`src/rtl/cpu_pkg.sv`:
```
// Shared CPU definitions for the fetch path.
//   seq_op_t     : sequencing op encoding used by decode and pc_sequencer
//   PC_W_DEFAULT : default program-counter / instruction-address width
package cpu_pkg;

  localparam int PC_W_DEFAULT = 11;

  // Codes 6 and 7 are reserved and are treated as OP_NEXT by the sequencer.
  typedef enum logic [2:0] {
    OP_NEXT = 3'd0,
    OP_JUMP = 3'd1,
    OP_SKIP = 3'd2,
    OP_CALL = 3'd3,
    OP_RET  = 3'd4,
    OP_HOLD = 3'd5
  } seq_op_t;

endpackage

```
`src/rtl/pc_sequencer_if.sv`:
```
// Decode/divider-to-sequencer bundle.
//   master : decode side (drives en, op, target, skip_cond, clr_flags;
//            observes pc, stack status and sticky flags)
//   slave  : pc_sequencer side
// Handshake: there is no valid/ready pair. en is the only qualifier; an op is
// consumed on every rising clk edge where en=1 and ignored when en=0.
interface pc_sequencer_if
  import cpu_pkg::*;
#(
  parameter int PC_W        = PC_W_DEFAULT,
  parameter int STACK_DEPTH = 8
);
  localparam int LVL_W = $clog2(STACK_DEPTH + 1);

  logic             en;
  logic [2:0]       op;
  logic [PC_W-1:0]  target;
  logic             skip_cond;
  logic             clr_flags;
  logic [PC_W-1:0]  pc;
  logic [LVL_W-1:0] stack_lvl;
  logic             stack_full;
  logic             stack_empty;
  logic             ovf;
  logic             unf;

  modport master (
    output en, op, target, skip_cond, clr_flags,
    input  pc, stack_lvl, stack_full, stack_empty, ovf, unf
  );

  modport slave (
    input  en, op, target, skip_cond, clr_flags,
    output pc, stack_lvl, stack_full, stack_empty, ovf, unf
  );

endinterface

```
`src/rtl/pc_stack.sv`:
```
// Circular LIFO holding return addresses.
//   clk, reset : rising-edge clock, synchronous active-high reset
//   push, din  : write din at sp, advance sp (overwrites oldest when full)
//   pop        : retreat sp (ignored when empty)
//   dout       : current top, mem[sp-1]
//   lvl        : number of valid entries, saturates at DEPTH
//   full/empty : decodes of lvl
// Memory contents are not cleared by reset; only sp and lvl are.
module pc_stack #(
  parameter int DEPTH = 8,
  parameter int W     = 11
) (
  input  logic                       clk,
  input  logic                       reset,
  input  logic                       push,
  input  logic                       pop,
  input  logic [W-1:0]               din,
  output logic [W-1:0]               dout,
  output logic [$clog2(DEPTH+1)-1:0] lvl,
  output logic                       full,
  output logic                       empty
);
  localparam int SP_W  = $clog2(DEPTH);
  localparam int LVL_W = $clog2(DEPTH + 1);

  logic [W-1:0]    mem [DEPTH];
  logic [SP_W-1:0] sp;
  logic [SP_W-1:0] sp_inc;
  logic [SP_W-1:0] sp_dec;

  // Explicit wrap so non-power-of-two depths stay inside the buffer.
  assign sp_inc = (sp == SP_W'(DEPTH - 1)) ? '0 : sp + SP_W'(1);
  assign sp_dec = (sp == '0) ? SP_W'(DEPTH - 1) : sp - SP_W'(1);

  assign dout  = mem[sp_dec];
  assign full  = (lvl == LVL_W'(DEPTH));
  assign empty = (lvl == '0);

  always_ff @(posedge clk) begin
    if (!reset && push) mem[sp] <= din;
  end

  always_ff @(posedge clk) begin
    if (reset) begin
      sp  <= '0;
      lvl <= '0;
    end else if (push) begin
      sp <= sp_inc;
      if (!full) lvl <= lvl + LVL_W'(1);
    end else if (pop && !empty) begin
      sp  <= sp_dec;
      lvl <= lvl - LVL_W'(1);
    end
  end

endmodule

```
`src/rtl/pc_sequencer.sv`:
```
// Program-counter sequencer for the fetch path.
//   clk, reset : rising-edge clock, synchronous active-high reset
//   bus        : pc_sequencer_if.slave (en/op/target/skip_cond/clr_flags in;
//                pc/stack_lvl/stack_full/stack_empty/ovf/unf out)
// Holds the pc register, the next-pc mux and the sticky ovf/unf flags; the
// return stack lives in pc_stack. All PC arithmetic wraps modulo 2^PC_W.
module pc_sequencer
  import cpu_pkg::*;
#(
  parameter int              PC_W        = PC_W_DEFAULT,
  parameter int              STACK_DEPTH = 8,
  parameter logic [PC_W-1:0] RESET_VEC   = '0
) (
  input  logic           clk,
  input  logic           reset,
  pc_sequencer_if.slave  bus
);
  localparam int LVL_W = $clog2(STACK_DEPTH + 1);

  logic [PC_W-1:0]  pc_q;
  logic [PC_W-1:0]  pc_d;
  logic [PC_W-1:0]  pc_inc1;
  logic [PC_W-1:0]  pc_inc2;
  logic             push;
  logic             pop;
  logic             call_full;
  logic             ret_empty;
  logic [PC_W-1:0]  stk_dout;
  logic [LVL_W-1:0] stk_lvl;
  logic             stk_full;
  logic             stk_empty;
  logic             ovf_q;
  logic             unf_q;

  assign pc_inc1 = pc_q + PC_W'(1);
  assign pc_inc2 = pc_q + PC_W'(2);

  always_comb begin
    pc_d      = pc_q;
    push      = 1'b0;
    pop       = 1'b0;
    call_full = 1'b0;
    ret_empty = 1'b0;
    if (bus.en) begin
      case (bus.op)
        OP_JUMP: pc_d = bus.target;
        OP_SKIP: pc_d = bus.skip_cond ? pc_inc2 : pc_inc1;
        OP_CALL: begin
          push      = 1'b1;
          call_full = stk_full;
          pc_d      = bus.target;
        end
        OP_RET: begin
          // An empty stack has no return address: restart at the reset vector.
          if (stk_empty) begin
            ret_empty = 1'b1;
            pc_d      = RESET_VEC;
          end else begin
            pop  = 1'b1;
            pc_d = stk_dout;
          end
        end
        OP_HOLD: pc_d = pc_q;
        default: pc_d = pc_inc1;  // OP_NEXT and reserved codes
      endcase
    end
  end

  always_ff @(posedge clk) begin
    if (reset) pc_q <= RESET_VEC;
    else       pc_q <= pc_d;
  end

  // Sticky flags: a new event in the same cycle as clr_flags keeps the flag set.
  always_ff @(posedge clk) begin
    if (reset) begin
      ovf_q <= 1'b0;
      unf_q <= 1'b0;
    end else begin
      if (call_full)          ovf_q <= 1'b1;
      else if (bus.clr_flags) ovf_q <= 1'b0;
      if (ret_empty)          unf_q <= 1'b1;
      else if (bus.clr_flags) unf_q <= 1'b0;
    end
  end

  pc_stack #(
    .DEPTH (STACK_DEPTH),
    .W     (PC_W)
  ) u_stack (
    .clk   (clk),
    .reset (reset),
    .push  (push),
    .pop   (pop),
    .din   (pc_inc1),
    .dout  (stk_dout),
    .lvl   (stk_lvl),
    .full  (stk_full),
    .empty (stk_empty)
  );

  assign bus.pc          = pc_q;
  assign bus.stack_lvl   = stk_lvl;
  assign bus.stack_full  = stk_full;
  assign bus.stack_empty = stk_empty;
  assign bus.ovf         = ovf_q;
  assign bus.unf         = unf_q;

endmodule

```
`src/flat_wrapper.sv`:
```
// flat-port wrapper written by rule: the top's interface ports become plain ports
module pc_sequencer_flat import cpu_pkg::*;
#(
  parameter int              PC_W        = PC_W_DEFAULT,
  parameter int              STACK_DEPTH = 8,
  parameter logic [PC_W-1:0] RESET_VEC   = '0
)
  (clk, reset, bus_en, bus_op, bus_target, bus_skip_cond, bus_clr_flags, bus_pc, bus_stack_lvl, bus_stack_full, bus_stack_empty, bus_ovf, bus_unf);
  pc_sequencer_if #(.PC_W(PC_W), .STACK_DEPTH(STACK_DEPTH)) bus_i ();
  input  logic clk;
  input  logic reset;
  input wire logic [$bits(bus_i.en)-1:0] bus_en;
  input wire logic [$bits(bus_i.op)-1:0] bus_op;
  input wire logic [$bits(bus_i.target)-1:0] bus_target;
  input wire logic [$bits(bus_i.skip_cond)-1:0] bus_skip_cond;
  input wire logic [$bits(bus_i.clr_flags)-1:0] bus_clr_flags;
  output wire logic [$bits(bus_i.pc)-1:0] bus_pc;
  output wire logic [$bits(bus_i.stack_lvl)-1:0] bus_stack_lvl;
  output wire logic [$bits(bus_i.stack_full)-1:0] bus_stack_full;
  output wire logic [$bits(bus_i.stack_empty)-1:0] bus_stack_empty;
  output wire logic [$bits(bus_i.ovf)-1:0] bus_ovf;
  output wire logic [$bits(bus_i.unf)-1:0] bus_unf;
  assign bus_i.en = bus_en;
  assign bus_i.op = bus_op;
  assign bus_i.target = bus_target;
  assign bus_i.skip_cond = bus_skip_cond;
  assign bus_i.clr_flags = bus_clr_flags;
  assign bus_pc = bus_i.pc;
  assign bus_stack_lvl = bus_i.stack_lvl;
  assign bus_stack_full = bus_i.stack_full;
  assign bus_stack_empty = bus_i.stack_empty;
  assign bus_ovf = bus_i.ovf;
  assign bus_unf = bus_i.unf;
  pc_sequencer #(.PC_W(PC_W), .STACK_DEPTH(STACK_DEPTH), .RESET_VEC(RESET_VEC)) u_core (.clk(clk), .reset(reset), .bus(bus_i));
endmodule
```
`config.mk`:
```
export PLATFORM = sky130hd
export DESIGN_NAME = pc_sequencer_flat
export DESIGN_NICKNAME = d
export VERILOG_FILES = /design/src/rtl/cpu_pkg.sv /design/src/rtl/pc_sequencer_if.sv /design/src/rtl/pc_stack.sv /design/src/rtl/pc_sequencer.sv /design/src/flat_wrapper.sv
export SDC_FILE = /design/constraint.sdc
export NUM_CORES = 1
export LEC_CHECK = 0
export CORE_MARGIN = 2
export CORE_UTILIZATION = 35
export CTS_BUF_LIST = sky130_fd_sc_hd__clkbuf_4
export DETAILED_ROUTE_END_ITERATION = 12
export PLACE_DENSITY = 0.54
export SYNTH_ARGS = -nofsm -noshare
export SYNTH_HDL_FRONTEND = slang
export SYNTH_SLANG_ARGS = --single-unit
```
`constraint.sdc`:
```
create_clock -name clk -period 2.55 [get_ports clk]
set_clock_uncertainty 0.05 [all_clocks]
set_input_delay 0.51 -clock clk [delete_from_list [all_inputs] [get_ports clk]]
set_output_delay 0.51 -clock clk [all_outputs]
set_load 0.02 [all_outputs]
```
== After elaboration in Yosys (flattened, before gate mapping) ==
Memories as Yosys holds them, arrays and structs flattened.
Index checks and enable logic that the tools add are counted.

* Bits in registers: 20
* Bits in writable memories: 88
* Input bits: 19
* Logic and storage cells: 58
* Memories: 1

* Add/sub/neg operators: 6
* Equal/unequal tests: 8
* Muxes and demuxes: 25
* Bitwise gates (word level): 1
* Reductions and logical operators: 12

{| class="wikitable"
|+ Memory list
! memory !! depth !! width !! rd ports !! clocked after Yosys merged registers in !! wr ports !! RTL line !! text
|-
| u_core.u_stack.mem || 8 || 11 || 1 || 0 || 1 || pc_stack.sv:26 || <nowiki>logic [W-1:0] mem [DEPTH];</nowiki>
|}

{| class="wikitable"
|+ Operator list
! kind !! number
|-
| $pmux 11 s4 || 1
|-
| $mux 11 || 2
|-
| $mux 1 || 15
|-
| $mux 3 || 4
|-
| $mux 4 || 3
|-
| $add 11x1->11 const B || 1
|-
| $add 11x2->11 const B || 1
|-
| $eq 3x3->1 const B || 3
|-
| $eq 3x2->1 const B || 2
|-
| $reduce_bool 2->1 || 3
|-
| $add 4x1->4 const B || 1
|-
| $eq 4x4->1 const B || 1
|-
| $logic_not 4->1 || 1
|-
| $reduce_and 2->1 || 2
|-
| $sub 4x1->4 const B || 1
|-
| $add 3x1->3 const B || 1
|-
| $eq 3x1->1 const B || 1
|-
| $logic_not 3->1 || 1
|-
| $sub 3x1->3 const B || 1
|-
| $logic_and 1x1->1 || 2
|-
| $logic_not 1->1 || 2
|-
| $ne 2x2->1 const B || 1
|-
| $reduce_or 2->1 || 1
|-
| $not 1->1 || 1
|}

== Logic depth before layout (Yosys ltp) ==
* Depth in word-level cells: 7
* Depth in mapped cells: 12

== By module ==
Synthesis repeated with hierarchy kept, for this count alone.

* Cells, all modules: 414
* Area, all modules: 5,337.6 µm²

{| class="wikitable"
|+ Modules (own cells, without submodules)
! module !! times used !! cells an instance !! area each (µm²) !! seq. area each (µm²)
|-
| pc_stack || 1 || 236 || 3,982.6 || 2,782.7
|-
| pc_sequencer || 1 || 178 || 1,355.0 || 260.2
|}

== Worst setup path after synthesis ==
No wires, ideal clock.

* Kind: input to register
* Start point: in bus_op[1]
* End point: mem u_core.u_stack.mem[0][0], enable pin
* Library setup time: 0.393 ns
* Arrival: 2.087 ns
* Data required time: 2.107 ns
* Slack: 0.020 ns
* Stages on the path: 7
* Path buffers: 1
* Cells stage by stage: buf_4 -> nor2b_1 -> and3_2 -> inv_2 -> nor2_1 -> nand2_1 -> nor3_1

* Cells in the longest elaborated chain, start to end: 6

{| class="wikitable"
|+ Ends and longest elaborated chain
! item !! RTL line !! text
|-
| start, declared || flat_wrapper.sv:13 || <nowiki>input wire logic [$bits(bus_i.op)-1:0] bus_op;</nowiki>
|-
| $eq 3x2->1 || pc_sequencer.sv:45 || <nowiki>case (bus.op)</nowiki>
|-
| $mux 1 || pc_sequencer.sv:45 ||
|-
| $mux 1 || pc_sequencer.sv:44 || <nowiki>if (bus.en) begin</nowiki>
|-
| $logic_and 1x1->1 || pc_stack.sv:40 || <nowiki>if (!reset && push) mem[sp] <= din;</nowiki>
|-
| $mux 1 || pc_stack.sv:40 ||
|-
| $mux 1 (implied by the code) || pc_stack.sv:40 ||
|-
| end, declared || pc_stack.sv:26 ||
|}

No other way between the ends.

== Worst setup path in the final report ==
* Start point: reg u_core.u_stack.sp[1]
* End point: reg u_core.pc_q[0] (netlist: u_core.bus.pc[0])

* Cells in the longest elaborated chain, start to end: 5
* Elaborated cells between the ends (all ways): 6

{| class="wikitable"
|+ Ends and longest elaborated chain
! item !! RTL line !! text
|-
| start, declared || pc_stack.sv:27 || <nowiki>logic [SP_W-1:0] sp;</nowiki>
|-
| start signal, assigned || pc_stack.sv:48 || <nowiki>sp <= sp_inc;</nowiki>
|-
| start signal, assigned || pc_stack.sv:51 || <nowiki>sp <= sp_dec;</nowiki>
|-
| $sub 3x1->3 / $logic_not 3->1 (equally long branches) || pc_stack.sv:33 || <nowiki>assign sp_dec = (sp == '0) ? SP_W'(DEPTH - 1) : sp - SP_W'(1);</nowiki>
|-
| $mux 3 (*) || pc_stack.sv:33 ||
|-
| $mem_v2 8x11 (*) || n/a ||
|-
| $mux 11 (*) || pc_sequencer.sv:55 || <nowiki>if (stk_empty) begin</nowiki>
|-
| $pmux 11 s4 (*) || pc_sequencer.sv:45 ||
|-
| end signal, assigned || pc_sequencer.sv:71 || <nowiki>else pc_q <= pc_d;</nowiki>
|-
| end, declared || pc_sequencer.sv:20 || <nowiki>logic [PC_W-1:0] pc_q;</nowiki>
|}

Every way passes the cells marked *; elsewhere a longest branch is shown, timed or not.
A chain may end at the register's enable or synchronous reset.

==> impl_metrics.yaml <==
layout:
  layout-drive-gt1-share_pct: 21.09
  layout-area-overhead-vs-synth_pct: 20.51
  nets: 536
  fin_cells: 696
  multi_input_area_um2: 2004
  insertedDiodeCount: 0
  n_fill_cell: 1363
  fin_util_pct: 43.04
  seq_area_um2: 3043
  final_area_um2: 6256
die:
  start_util_pct: 35.72
  num_io_pins: 38
  rows: 44
  die_w_um: 125.8
  dieArea_um2: 15820
  core_area_um2: 14530
  die_h_um: 125.8
placement:
  place.gp.congestion: 0.8981
  io_buffer_count: 37
  placed_cells: 681
  place_area_um2: 6122
  hpwlAfterDp_um: 9946
  post-place-ws_ps: -90.67
routing:
  remaining_drc_errors: 0
  ant_nets: 0
  wl_um: 13820
  drtIter0Drc: 413
  drt-pass1-iter-count: 5
  wl_per_cell_um: 19.86
  vias: 3755
  vias_per_cell: 5.395
timing:
  drv_slew: 0
  relSlewSlack_pct: 39.16
  max_slew.worst_pin.slew_ps: 906.1
  fin_ws_ps: 148.4
  hold_viol: 0
  finalCriticalPeriod_ps: 2402
  setup_viol: 0
  whs_ps: 488.0
  max_freq_ghz: 0.4164
  rsz0062_at_grt: "false"
  period_share_pct: 94.18
setup_path:
  path_cells: "inv_1, ha_1, ha_2, nand2b_2, buf_12, buf_4, nand2_1, a311oi_1, a211oi_1, nor4_1"
  reg2reg_from: "u_core.u_stack.sp[1]"
  endpoint_kind: "flip-flop"
  arrival_ps: 2760
  crit_path_start_kind: "flip-flop"
  r2r_slack_ps: 150
  cp_num_buf_inv: 3
  r2r_cells: 10
  critPathTopFamily: "buffers and inverters"
  reg2reg_to: "u_core.bus.pc[0]"
  crit_slowest_cell: "a311oi_1"
  crit_type: "reg2reg"
  cpPeakStageDelay_ps: 380
  critPathMaxFanout: 15
  required_ps: 2900
logic_synthesis:
  ys_warn_count: 0
  synth-edff-count: 88
  yosysSeqAreaShare_pct: 58.62
  synthArstFlopShare_pct: 0
  syn-num-nets: 457
  netlist_instances: 429
  synth.cell_area_um2: 5191
  syn_area_per_cell_um2: 12.10
  synth-seq-cells: 108
  synth.distinct_cells: 59
  ys.flop_type: "edfxtp_1"
grt:
  grt_usage_pct: 17.96
  grt_pass1_vias: 3635
  grt_pass1_wl_um: 21710
  grt_max_degree: 29
  grt_antenna_before_repair: 0
  grt.overflow.total: 0
clocking:
  clockRootBuffer: "clkbuf_4"
  cts_sinks: 108
  cts_buffers: 9
  clock_insertion_delay_worst_skew_ps: 510
  cts_tree: "built"
  clkSlewWorstSetupHoldPaths_ps: 190
  max-clock-path-buffers: 2
  h-tree-depth: 3
status:
  outcome: "finished, final reports clean"
worst_hold_path:
  hold_start: "u_core.u_stack.lvl[3]"
  min_to: "u_core.u_stack.lvl[3]"
  worstHoldPathCells: 2
  hp-class: "reg2reg"
pwr:
  power_density_nw_per_um2: 521.5
  peakVddDrop_uv: 359.7
  power_leakage_nw: 2.225
run:
  drv_cap: 0
[repair_timing]
action,4_1_cts,5_1_grt
buffers inserted,0,0
gates cloned,0,0
hold endpoints to repair,0,0
endpoints found under the setup margin,2,6
resized for setup,3,4
hold buffers,0,0
[synth_stat cells (4+ instances only)]
library cell   n  area, um2
o221ai_1       5      43.79
a31oi_1        8      50.05
nor2b_1        7      43.79
a22oi_1        4      30.03
a221oi_1      10      87.58
dfxtp_1       20      400.4
nor2_1        24      90.09
xor2_1         6      52.55
o21ai_0       26      130.1
inv_1         16      60.06
buf_2         10      50.05
nand3_1       12      60.06
ha_1           8      100.1
clkbuf_1      10      37.54
xnor2_1       12      105.1
edfxtp_1      88       2643
a211oi_1       6      45.04
nand2b_1       4      25.02
a21oi_1       22      110.1
or3b_2         7      61.31
nor3_1         8      40.04
mux2_2         4      45.04
mux2i_1       20      200.2
nand2_1       35      131.4
[cell usage in the layout (no fill, tap or decap), types with 10 or more instances in the layout]
| cell type | instances |
|---|---|
| clkdlybuf4s50_1 | 35 |
| inv_1 | 16 |
| xnor2_1 | 12 |
| buf_4 | 54 |
| nor2_1 | 24 |
| nand3_1 | 12 |
| edfxtp_1 | 88 |
| nand2_1 | 35 |
| a21oi_1 | 22 |
| a221oi_1 | 10 |
| o21ai_0 | 26 |
| dfxtp_1 | 20 |
| mux2i_1 | 20 |
[worst max-delay path by stage]
stage | start | end | depth (start not counted)
after floorplan | bus_op[1] | u_core.u_stack.mem[0][0] | 7
after detailed placement | bus_op[1] | u_core.u_stack.lvl[3] | 10
after global routing | u_core.u_stack.sp[1] | u_core.bus.pc[5] | 9
after global placement | bus_op[1] | u_core.u_stack.lvl[3] | 10
after CTS | u_core.u_stack.lvl[1] | bus_stack_empty | 3
final | u_core.u_stack.sp[1] | u_core.bus.pc[0] | 10
[layer usage]
metal / global-route usage (%) / vias up / wire [um]
li1: - / 1797 / -
met1: 26.58 / 1834 / 6877
met2: 26.77 / 115 / 6047
met3: 3.653 / 9 / 690
met4: 5.236 / 0 / 204
met5: 0 / - / 0
[cells by family (layout without fill, tap and decap cells)]
logic type                 count (synthesis)  in the layout  synth area share, %
and+or+nand+nor                          118            118                12.22
AOI/OAI and AO/OA                        108            108                14.15
DFF                                      108            108                58.62
buffers and inverters                     41            124                3.639
muxes                                     27             27                6.025
xor gates and xnor gates                  18             18                3.037
adders and majority gates                  9              9                2.314
[final cells by class]
class	count	share of cell area, %
inverter	17	1.020
multi-input combinational	280	32.04
sequential	108	48.64
clock inverter	6	0.8600
tap	184	3.680
clock buffer	9	1.080
timing repair buffer	92	12.68
[stage by stage]
| step | setup TNS [ps] | total power, mW |
|---|---|---|
| floorplan | 0 | 2.251 |
| global placement | -64.97 | 2.468 |
| detailed placement | -1150 | 2.471 |
| CTS | 0 | 3.290 |
| global route | 0 | 3.392 |
| finish | 0 | 3.263 |
[flip-flops by register name (all words and copies together), names as in the netlist]
register,flops
u_core.bus.pc,11
u_core.u_stack.mem,88
u_core.bus.ovf,1
u_core.u_stack.lvl,4
u_core.u_stack.sp,3
u_core.bus.unf,1
[worst reg2reg max path, delay by kind of cell (launching register included)]
kind	cells	cell delay (ps)
buffers and inverters	3	500
and+or+nand+nor	3	470
AOI/OAI and AO/OA	2	480
DFF	1	360
adders and majority gates	2	420
[report_power, final]
group          switching, mW  total (mW)  internal [mW]
Combinational          0.265       0.464          0.199
Clock                  0.614       0.829          0.214
Sequential            0.0319        1.97           1.94
No activity file was read; power rests on OpenSTA's default activity.
